--- src/rtl/router_pkg.sv ---
// Shared definitions for the router receive path.
// Holds the packet field offsets, the SIZE field width, the receiver FSM state
// encoding and the CRC-8 polynomial used by the optional CRC check.
package router_pkg;

  // Byte offsets of the header fields within a slot.
  localparam int unsigned OFF_SRC_ID = 0;
  localparam int unsigned OFF_DST_ID = 1;
  localparam int unsigned OFF_SIZE   = 2;
  localparam int unsigned OFF_DATA   = 3;

  // Low bits of the SIZE byte that carry the data byte count.
  localparam int unsigned SIZE_BITS = 3;

  // CRC-8, MSB-first, init 0x00, no final XOR.
  localparam logic [7:0] CRC8_POLY = 8'h07;

  typedef enum logic [2:0] {
    StIdle = 3'd0,
    StDst  = 3'd1,
    StSize = 3'd2,
    StData = 3'd3,
    StCrc  = 3'd4,
    StDrop = 3'd5
  } rx_state_e;

endpackage

--- src/rtl/crc8_byte.sv ---
// Combinational single-byte CRC-8 update.
// Ports:
//   crc_i  - running CRC before this byte
//   data_i - byte to fold in, MSB first
//   crc_o  - running CRC after this byte
module crc8_byte (
  input  logic [7:0] crc_i,
  input  logic [7:0] data_i,
  output logic [7:0] crc_o
);
  import router_pkg::*;

  logic [7:0] c;

  // Byte-wide form: fold the whole byte into the register, then run 8 shifts.
  always_comb begin
    c = crc_i ^ data_i;
    for (int i = 0; i < 8; i++) begin
      if (c[7]) begin
        c = {c[6:0], 1'b0} ^ CRC8_POLY;
      end else begin
        c = {c[6:0], 1'b0};
      end
    end
    crc_o = c;
  end

endmodule

--- src/rtl/packet_receiver.sv ---
// Packet receiver: parses SRC, DST, SIZE, DATA[0..n-1], CRC from a byte stream
// framed by packet_valid and writes the packet into one buffer slot, one byte
// per address, then commits the slot with a single winc pulse.
//
// Optional feature: define ROUTER_CRC_CHECK_EN to check the CRC byte against a
// running CRC-8 over SRC..last DATA; on mismatch the slot is not committed and
// packet_err pulses instead of winc.
//
// Ports:
//   clk          - clock, all logic on posedge
//   rst          - synchronous active-high reset
//   packet_valid - a packet byte is present on packet_in
//   packet_in    - packet byte
//   wfull        - buffer has no free slot (sampled at SRC only)
//   wen          - registered write strobe
//   waddr_in     - registered byte offset within the slot
//   wdata        - registered byte to write
//   winc         - one-cycle commit pulse, the cycle after the final wen
//   packet_err   - one-cycle pulse: aborted, overlong, dropped or bad CRC
//   busy         - FSM not in IDLE
module packet_receiver #(
  parameter int unsigned UWIDTH    = 8,
  parameter int unsigned PTR_IN_SZ = 4,
  parameter int unsigned SIZE_BITS = router_pkg::SIZE_BITS
) (
  input  logic                 clk,
  input  logic                 rst,
  input  logic                 packet_valid,
  input  logic [UWIDTH-1:0]    packet_in,
  input  logic                 wfull,
  output logic                 wen,
  output logic [PTR_IN_SZ-1:0] waddr_in,
  output logic [UWIDTH-1:0]    wdata,
  output logic                 winc,
  output logic                 packet_err,
  output logic                 busy
);
  import router_pkg::*;

  rx_state_e              state_q;
  logic [SIZE_BITS-1:0]   size_q;
  logic [SIZE_BITS-1:0]   dcnt_q;
  // Set after the CRC byte; the following cycle decides commit and overlong.
  logic                   commit_pend_q;
  logic                   crc_ok_q;
  logic                   crc_match;

  logic                   wen_q;
  logic [PTR_IN_SZ-1:0]   waddr_q;
  logic [UWIDTH-1:0]      wdata_q;
  logic                   winc_q;
  logic                   err_q;

`ifdef ROUTER_CRC_CHECK_EN
  logic [7:0] crc_q;
  logic [7:0] crc_in;
  logic [7:0] crc_next;

  // A new packet always starts from the init value, whatever crc_q holds.
  assign crc_in    = (state_q == StIdle) ? 8'h00 : crc_q;
  assign crc_match = (packet_in[7:0] == crc_q);

  crc8_byte u_crc8_byte (
    .crc_i  (crc_in),
    .data_i (packet_in[7:0]),
    .crc_o  (crc_next)
  );

  always_ff @(posedge clk) begin
    if (rst) begin
      crc_q <= 8'h00;
    end else if (packet_valid && (state_q inside {StIdle, StDst, StSize, StData})) begin
      crc_q <= crc_next;
    end
  end
`else
  assign crc_match = 1'b1;
`endif

  always_ff @(posedge clk) begin
    if (rst) begin
      state_q       <= StIdle;
      size_q        <= '0;
      dcnt_q        <= '0;
      commit_pend_q <= 1'b0;
      crc_ok_q      <= 1'b0;
      wen_q         <= 1'b0;
      waddr_q       <= '0;
      wdata_q       <= '0;
      winc_q        <= 1'b0;
      err_q         <= 1'b0;
    end else begin
      wen_q  <= 1'b0;
      winc_q <= 1'b0;
      err_q  <= 1'b0;
      unique case (state_q)
        StIdle: begin
          if (commit_pend_q) begin
            // The cycle after the CRC byte: commit, and catch an overlong packet.
            commit_pend_q <= 1'b0;
            winc_q        <= crc_ok_q;
            if (!crc_ok_q) begin
              err_q <= 1'b1;
            end
            if (packet_valid) begin
              err_q   <= 1'b1;
              state_q <= StDrop;
            end
          end else if (packet_valid) begin
            if (wfull) begin
              err_q   <= 1'b1;
              state_q <= StDrop;
            end else begin
              wen_q   <= 1'b1;
              waddr_q <= PTR_IN_SZ'(OFF_SRC_ID);
              wdata_q <= packet_in;
              state_q <= StDst;
            end
          end
        end
        StDst: begin
          if (packet_valid) begin
            wen_q   <= 1'b1;
            waddr_q <= PTR_IN_SZ'(OFF_DST_ID);
            wdata_q <= packet_in;
            state_q <= StSize;
          end else begin
            err_q   <= 1'b1;
            state_q <= StIdle;
          end
        end
        StSize: begin
          if (packet_valid) begin
            wen_q   <= 1'b1;
            waddr_q <= PTR_IN_SZ'(OFF_SIZE);
            wdata_q <= packet_in;
            size_q  <= packet_in[SIZE_BITS-1:0];
            dcnt_q  <= packet_in[SIZE_BITS-1:0];
            state_q <= (packet_in[SIZE_BITS-1:0] != '0) ? StData : StCrc;
          end else begin
            err_q   <= 1'b1;
            state_q <= StIdle;
          end
        end
        StData: begin
          if (packet_valid) begin
            wen_q   <= 1'b1;
            waddr_q <= PTR_IN_SZ'(OFF_DATA) + PTR_IN_SZ'(size_q - dcnt_q);
            wdata_q <= packet_in;
            dcnt_q  <= dcnt_q - 1'b1;
            if (dcnt_q == SIZE_BITS'(1)) begin
              state_q <= StCrc;
            end
          end else begin
            err_q   <= 1'b1;
            state_q <= StIdle;
          end
        end
        StCrc: begin
          if (packet_valid) begin
            wen_q         <= 1'b1;
            waddr_q       <= PTR_IN_SZ'(OFF_DATA) + PTR_IN_SZ'(size_q);
            wdata_q       <= packet_in;
            crc_ok_q      <= crc_match;
            commit_pend_q <= 1'b1;
            state_q       <= StIdle;
          end else begin
            err_q   <= 1'b1;
            state_q <= StIdle;
          end
        end
        StDrop: begin
          if (!packet_valid) begin
            state_q <= StIdle;
          end
        end
        default: begin
          state_q <= StIdle;
        end
      endcase
    end
  end

  assign wen        = wen_q;
  assign waddr_in   = waddr_q;
  assign wdata      = wdata_q;
  assign winc       = winc_q;
  assign packet_err = err_q;
  assign busy       = (state_q != StIdle);

endmodule

--- config.mk ---
export PLATFORM = sky130hd
export DESIGN_NAME = packet_receiver
export DESIGN_NICKNAME = d
export VERILOG_FILES = /design/src/rtl/router_pkg.sv /design/src/rtl/crc8_byte.sv /design/src/rtl/packet_receiver.sv
export SDC_FILE = /design/constraint.sdc
export NUM_CORES = 1
export LEC_CHECK = 0
export CAP_MARGIN = 20
export CORE_UTILIZATION = 30
export DETAILED_ROUTE_END_ITERATION = 6
export PLACE_DENSITY = 0.55
export RECOVER_POWER = 50
export SYNTH_ARGS = -nofsm -noshare
export SYNTH_HDL_FRONTEND = slang
export SYNTH_SLANG_ARGS = --single-unit
--- constraint.sdc ---
create_clock -name clk -period 1.75 [get_ports clk]
set_input_delay 0.35 -clock clk [delete_from_list [all_inputs] [get_ports clk]]
set_output_delay 0.35 -clock clk [all_outputs]
set_load 0.05 [all_outputs]
==> flow_summary.ini <==
[layout]
filler_cell_count = 464
finish.utilization_pct = 42.30
fin_nets = 224
final-instance-count-excl-fill = 255
area.sequential_um2 = 526.8
total_area_of_multi_input_combinational_cells_um2 = 772.0
postLayoutCellArea_um2 = 1842
leading_cell_types_in_the_layout_fill_and_taps_excluded = 21 x nor2_1, 21 x dfxtp_1, 20 x buf_4
area_growth_syn_to_layout_pct = 35.42
antenna_diode_count = 0
post_route_cells_drive_above_1_share_pct = 19.70

[routing]
routed-via-count = 1260
drt-met1-wl_mm = 1.582
drt_iter0_drc = 111
vias_per_cell = 4.941
final_antenna_net_count = 0
drc = 0
dr_wl_met3_um = 141
route.met2.wl_mm = 1.580
finalWirelength_mm = 3.324
number_of_optimization_iterations_in_the_first_detailed_route_pass = 4
dr.max_layer_used = met4
avgRoutedWirePerCell_um = 13.04

[power_and_ir_drop]
largest_vdd_supply_drop_uv = 532.0
static-leakage-power_nw = 0.7709
cellPowerDensity_nw_per_um2 = 870.4

[yosys]
dominantRegCellSynth = dfxtp_1
synth.top_cell.area_share_pct = 38.27
synth_cells = 160
yosysUniqueCellTypes = 40
seq_area_frac_synth_pct = 38.27
ys_ff_latch = 26
syn_area_um2 = 1360
postSynthAreaPerCell_um2 = 8.500
synth_warnings = 0
synthesis.nets = 180
ys_async_sr_fraction_pct = 0
synth_top_area_cell = dfxtp_1
synth_edf_count = 0
ranking_of_synthesized_cells_by_area = dfxtp_1 38%, ha_1 6.4%, mux2i_1 5.9%

[worst_setup_path]
critical_path.most_common_cell = ha_4
cpMaxStageDelayCell = fa_1
worstPathArrival_ns = 1.94
critical-path-top-delay-family = adder cells
critical-path-max-stage-delay_ns = 0.42
crit_path_max_fanout = 2
endpoint_kind = register
path_cells = inv_2 -> ha_4 -> ha_4 -> fa_1 -> a32o_2 -> a32oi_1 -> nor2_1
critPathLaunchType = register
critPathRequiredTime_ns = 1.92
timing_worst_setup_path_type = register to register
critical_path.n_buffers_inverters = 1

[sta]
tightest_slew_ns = 0.6015
relSlewSlack_pct = 60.07
fin_ws_ns = -0.02489
fin_crit_sh_pct = 101.4
setup_repair_after_global_routing_missed_its_margin = yes
minimum_period_implied_by_the_final_worst_setup_slack_ns = 1.775
maxSlewViolCount = 0
finalSetupViolCount = 1
finalHoldViolCount = 0
achievable-frequency_ghz = 0.5634
hold_ws_ns = 0.4605
finalClockSkew_ns = 0.001955

[placed_design]
dp_hpwl_mm = 2.526
dp_cells = 250
finalWeightedCongestion = 0.8906
dpl_cell_area_um2 = 1790
buffer_ports.inserted = 27

[clock_network]
cts.path.max_buffers = 2
tritoncts.num_buffers = 3
htreeDepth = 1
tritoncts = built
sinks_on_the_clock_net = 26
clkSlewWorstSetupHoldPaths_ns = 0.09
worstSkewPairLatency_ns = 0.27
cts.root.buffer_cell = clkbuf_8

[outcome]
outcome = complete, but fails checks
failed_checks = setup timing

[die]
start_util_pct = 31.24
io_pins = 28
die_width_um = 69.33
coreArea_um2 = 4354
row_count = 24
die-height_um = 69.33
area_of_the_die_um2 = 4807

[global_routing]
globalRouteOverflowTotal = 0
grt_start_max_net_pins = 19
first_global_vias = 1246
global_route_wire_length_before_repair_mm = 5.844
initial_antenna_violation_count = 0
globalRouteTotalUtil_pct = 14.91

[worst_hold_path]
worst_hold_path_type = register to register

[flow_run]
drv.max_cap_violation_count = 0
==> cell type report <==
class                           count  area share, %
Multi-Input combinational cell    112          41.92
Sequential cell                    26          28.60
Timing Repair Buffer               49          19.63
Tap cell                           52          3.533
Inverter                           12          2.446
Clock buffer                        3          2.242
Clock inverter                      1          1.630
==> through the flow <==
step	TNS (ns)	worst slack, ns	power (mW)
floorplan	0	0.001285	0.9652
global placement	-0.02209	-0.02209	1.131
detailed placement	-0.09507	-0.07561	1.138
CTS	-0.004785	-0.004785	1.647
global route	-0.1647	-0.09918	1.680
finish	-0.02489	-0.02489	1.603
==> synth_stat cells (2+ instances only) <==
master    count
mux2i_1       8
and2_1        2
nand2_1       8
nand2b_1      6
nand3b_1      4
nand3_1       2
a311oi_1      2
buf_2         2
o21ai_0       9
nor2_1       21
ha_1          7
dfxtp_1      26
clkbuf_1      5
inv_1        11
nor2b_1       3
a21oi_1      12
nor3_1        8
xnor2_1       2
==> layer usage <==
layer	up-vias	global-route usage (%)
met1	590	19.27
met4	0	2.721
met3	2	3.634
met5	-	0
li1	641	-
met2	27	25.35
==> timing repair <==
action / in CTS / in global routing
buffers inserted: 0 / 1
pin swaps: 3 / 2
endpoints found under the hold margin: 0 / 0
setup endpoints to repair: 2 / 2
resized for setup: 4 / 4
hold buffers: 0 / 0
==> final timing paths <==
kind	startpoint	end	slack, ns	cells after the start
worst max-delay path	dcnt_q[1]	waddr_in[2]	-0.02	7
worst min-delay path	waddr_in[3]	waddr_in[3]	0.46	2
worst max register to register	dcnt_q[1]	waddr_in[2]	-0.02	7
worst min register to register	waddr_in[3]	waddr_in[3]	0.46	2
==> cells by family after synthesis <==
| kind of cell | count (synthesis) | share of synthesized area [%] |
|---|---|---|
| AO/OA/AOI/OAI | 36 | 17.48 |
| multiplexers | 8 | 5.888 |
| adder cells (fa/ha/maj) | 8 | 7.911 |
| XOR/XNOR | 2 | 1.288 |
| buffers and inverters | 22 | 7.084 |
| AND/OR/NAND/NOR | 58 | 22.08 |
| flip-flops | 26 | 38.27 |
==> worst reg2reg max path, delay by kind of cell (launching register included) <==
family / cells / cell delay (ns)
flip-flops: 1 / 0.33
buffers and inverters: 1 / 0.07
adder cells (fa/ha/maj): 3 / 0.79
AO/OA/AOI/OAI: 2 / 0.43
AND/OR/NAND/NOR: 1 / 0.06
==> where the power goes <==
group	internal (mW)	total (mW)	switching, mW
Sequential	0.630	0.654	0.0241
Combinational	0.172	0.450	0.278
Clock	0.306	0.499	0.193
Total	1.11	1.60	0.495
==> flip-flops by register name (all words and copies together), names as in the netlist <==
name           count
state_q            3
wdata              8
crc_ok_q           1
winc               1
dcnt_q             3
waddr_in           4
packet_err         1
commit_pend_q      1
wen                1
size_q             3
Note: power is estimated with default switching activity, not from simulation.
==> RTL change: new RTL, same settings <==
The option `ROUTER_CRC_CHECK_EN` is turned on by a define.
--- a/src/rtl/packet_receiver.sv
+++ b/src/rtl/packet_receiver.sv
@@ -18,6 +18,8 @@
 //   winc         - one-cycle commit pulse, the cycle after the final wen
 //   packet_err   - one-cycle pulse: aborted, overlong, dropped or bad CRC
 //   busy         - FSM not in IDLE
+`define ROUTER_CRC_CHECK_EN
+
 module packet_receiver #(
   parameter int unsigned UWIDTH    = 8,
   parameter int unsigned PTR_IN_SZ = 4,
Check against the original RTL: not equivalent (a bounded check fails within 10 cycles, from zero or initial values and one cycle with rst high).
==> RTL change against the original RTL <==
  * Critical path type unchanged
  * Non-clock buffer count up 23
  * Setup slack better by 0.023 ns
  * Routed wire length up 63%
  * The flow still finishes with violations (negative setup slack)
  * Total power up 41%
  * Final area up 58%
  * Critical endpoint unchanged
  * Sequential cell count up 8
  * Area after synthesis up 58%
  * Worst hold slack worse by 0.0027 ns
  * Combinational power up 79%
==> RTL change: results <==
[outcome]
status = finished, violations left
violations = negative setup slack

[synth]
synth_area_leaders = dfxtp_1 32%, xnor2_1 7.3%, mux2i_1 7.0%, nor2_1 5.6%, ha_1 4.1%
synth_area_um2 = 2150
synth_nets = 265
syn_avg_cell_area_um2 = 8.77
ys_top_cells_by_count = 34 x dfxtp_1, 32 x nor2_1, 18 x xnor2_1

[min_path]
hp-class = in2reg
hp-start = packet_in[1]
hold_depth = 3
whs_endpoint = wdata[1]

[sta]
finClkSkew_ns = 0.0105
holdWs_ns = 0.458
finalSetupViolations = 1
fin_ws_ns = -0.00232

[placed_design]
dpl.cell_count = 393
place_hpwl_mm = 3.88

[cts]
path_clk_slew_ns = 0.07

[global_routing]
track_usage = 0.150
grt_pass1_wl_mm = 8.54
grt_max_degree = 35
grt_pass1_vias = 1744

[final_layout]
layout-drive-gt1-share = 0.241
nFillCells = 738

[power]
p_leak_nw = 1.16

[routing]
wire_per_inst_um = 13.4
viasPerCell = 4.75
finalWirelength_mm = 5.42

[critical_path]
cpMaxStageDelayCell = fa_2
slowest_delay_ns = 0.53
==> RTL change: cell count changes after synthesis, moves of 3 or more <==
cell	unedited run	this run
buf_2	2	5
mux2i_1	8	15
xor2_1	0	10
nor2_1	21	32
xnor3_1	0	3
a211oi_1	1	4
dfxtp_1	26	34
a22oi_1	1	5
nand2_1	8	13
xnor2_1	2	18
==> RTL change: metal layers <==
| metal | up-vias | wire length [um] | global-route usage |
|---|---|---|---|
| met4 | 0 | 61 | 0.0455 |
| met1 | 907 | 2780 | 0.213 |
| met5 | - | 0 | 0 |
| met3 | 6 | 164 | 0.0257 |
| li1 | 958 | - | - |
| met2 | 42 | 2400 | 0.230 |
==> RTL change: through the flow <==
stage | power (mW) | setup WS, ns | TNS, ns | instance area, um2
CTS | 2.28 | -0.0106 | -0.0106 | 2860
floorplan | 1.44 | 0.0508 | 0 | 2150
detailed placement | 1.71 | -0.283 | -2.91 | 2770
finish | 2.26 | -0.00232 | -0.00232 | 2900
global placement | 1.70 | -0.264 | -2.79 | 2770
global route | 2.40 | -0.0596 | -0.153 | 2900
==> RTL change: worst max-delay path by stage <==
| stage | to | slack (ns) | depth (start not counted) |
|---|---|---|---|
| 3_3_place_gp | crc_ok_q | -0.26 | 6 |
| 4_1_cts | waddr_in[3] | -0.01 | 9 |
| 2_1_floorplan | waddr_in[3] | 0.05 | 9 |
| 6_report | waddr_in[2] | -0.002 | 8 |
| 5_1_grt | waddr_in[2] | -0.06 | 8 |
| 3_5_place_dp | crc_ok_q | -0.28 | 6 |
==> RTL change: worst max-delay path: cells and delay by family (launching register included) <==
family,cells,cell delay [ns]
flops,1,0.33
buf+inv,2,0.08
compound gates,2,0.25
simple gates,1,0.07
fa+ha+maj,3,0.91
==> RTL change: kinds of logic after synthesis <==
| logic type | Yosys count | synth area share |
|---|---|---|
| xor gates and xnor gates | 33 | 0.164 |
| DFF | 34 | 0.317 |
| muxes | 16 | 0.0751 |
| AOI/OAI and AO/OA | 46 | 0.144 |
| and+or+nand+nor | 81 | 0.190 |
| adders and majority gates | 8 | 0.0501 |
| buffers and inverters | 27 | 0.0600 |
==> RTL change: cell type report <==
cell class,count,share of cell area
clock buffers,7,0.0263
inverters,10,0.0138
multi-input cells,184,0.484
flip-flops and latches,34,0.237
well taps,96,0.0414
repair buffers,72,0.197
==> RTL change: where the power goes <==
part | switching (mW) | leakage (nW) | internal, mW
sequential | 0.0716 | 0.280 | 0.831
clock | 0.284 | 0.0383 | 0.274
combinational | 0.407 | 0.844 | 0.397
==> RTL change: timing repair <==
item / CTS / global route
gates resized for setup: 3 / 22
buffers inserted: 0 / 3
endpoints found under the setup margin: 3 / 12
endpoints found under the hold margin: 0 / 0
pin swaps: 3 / 11
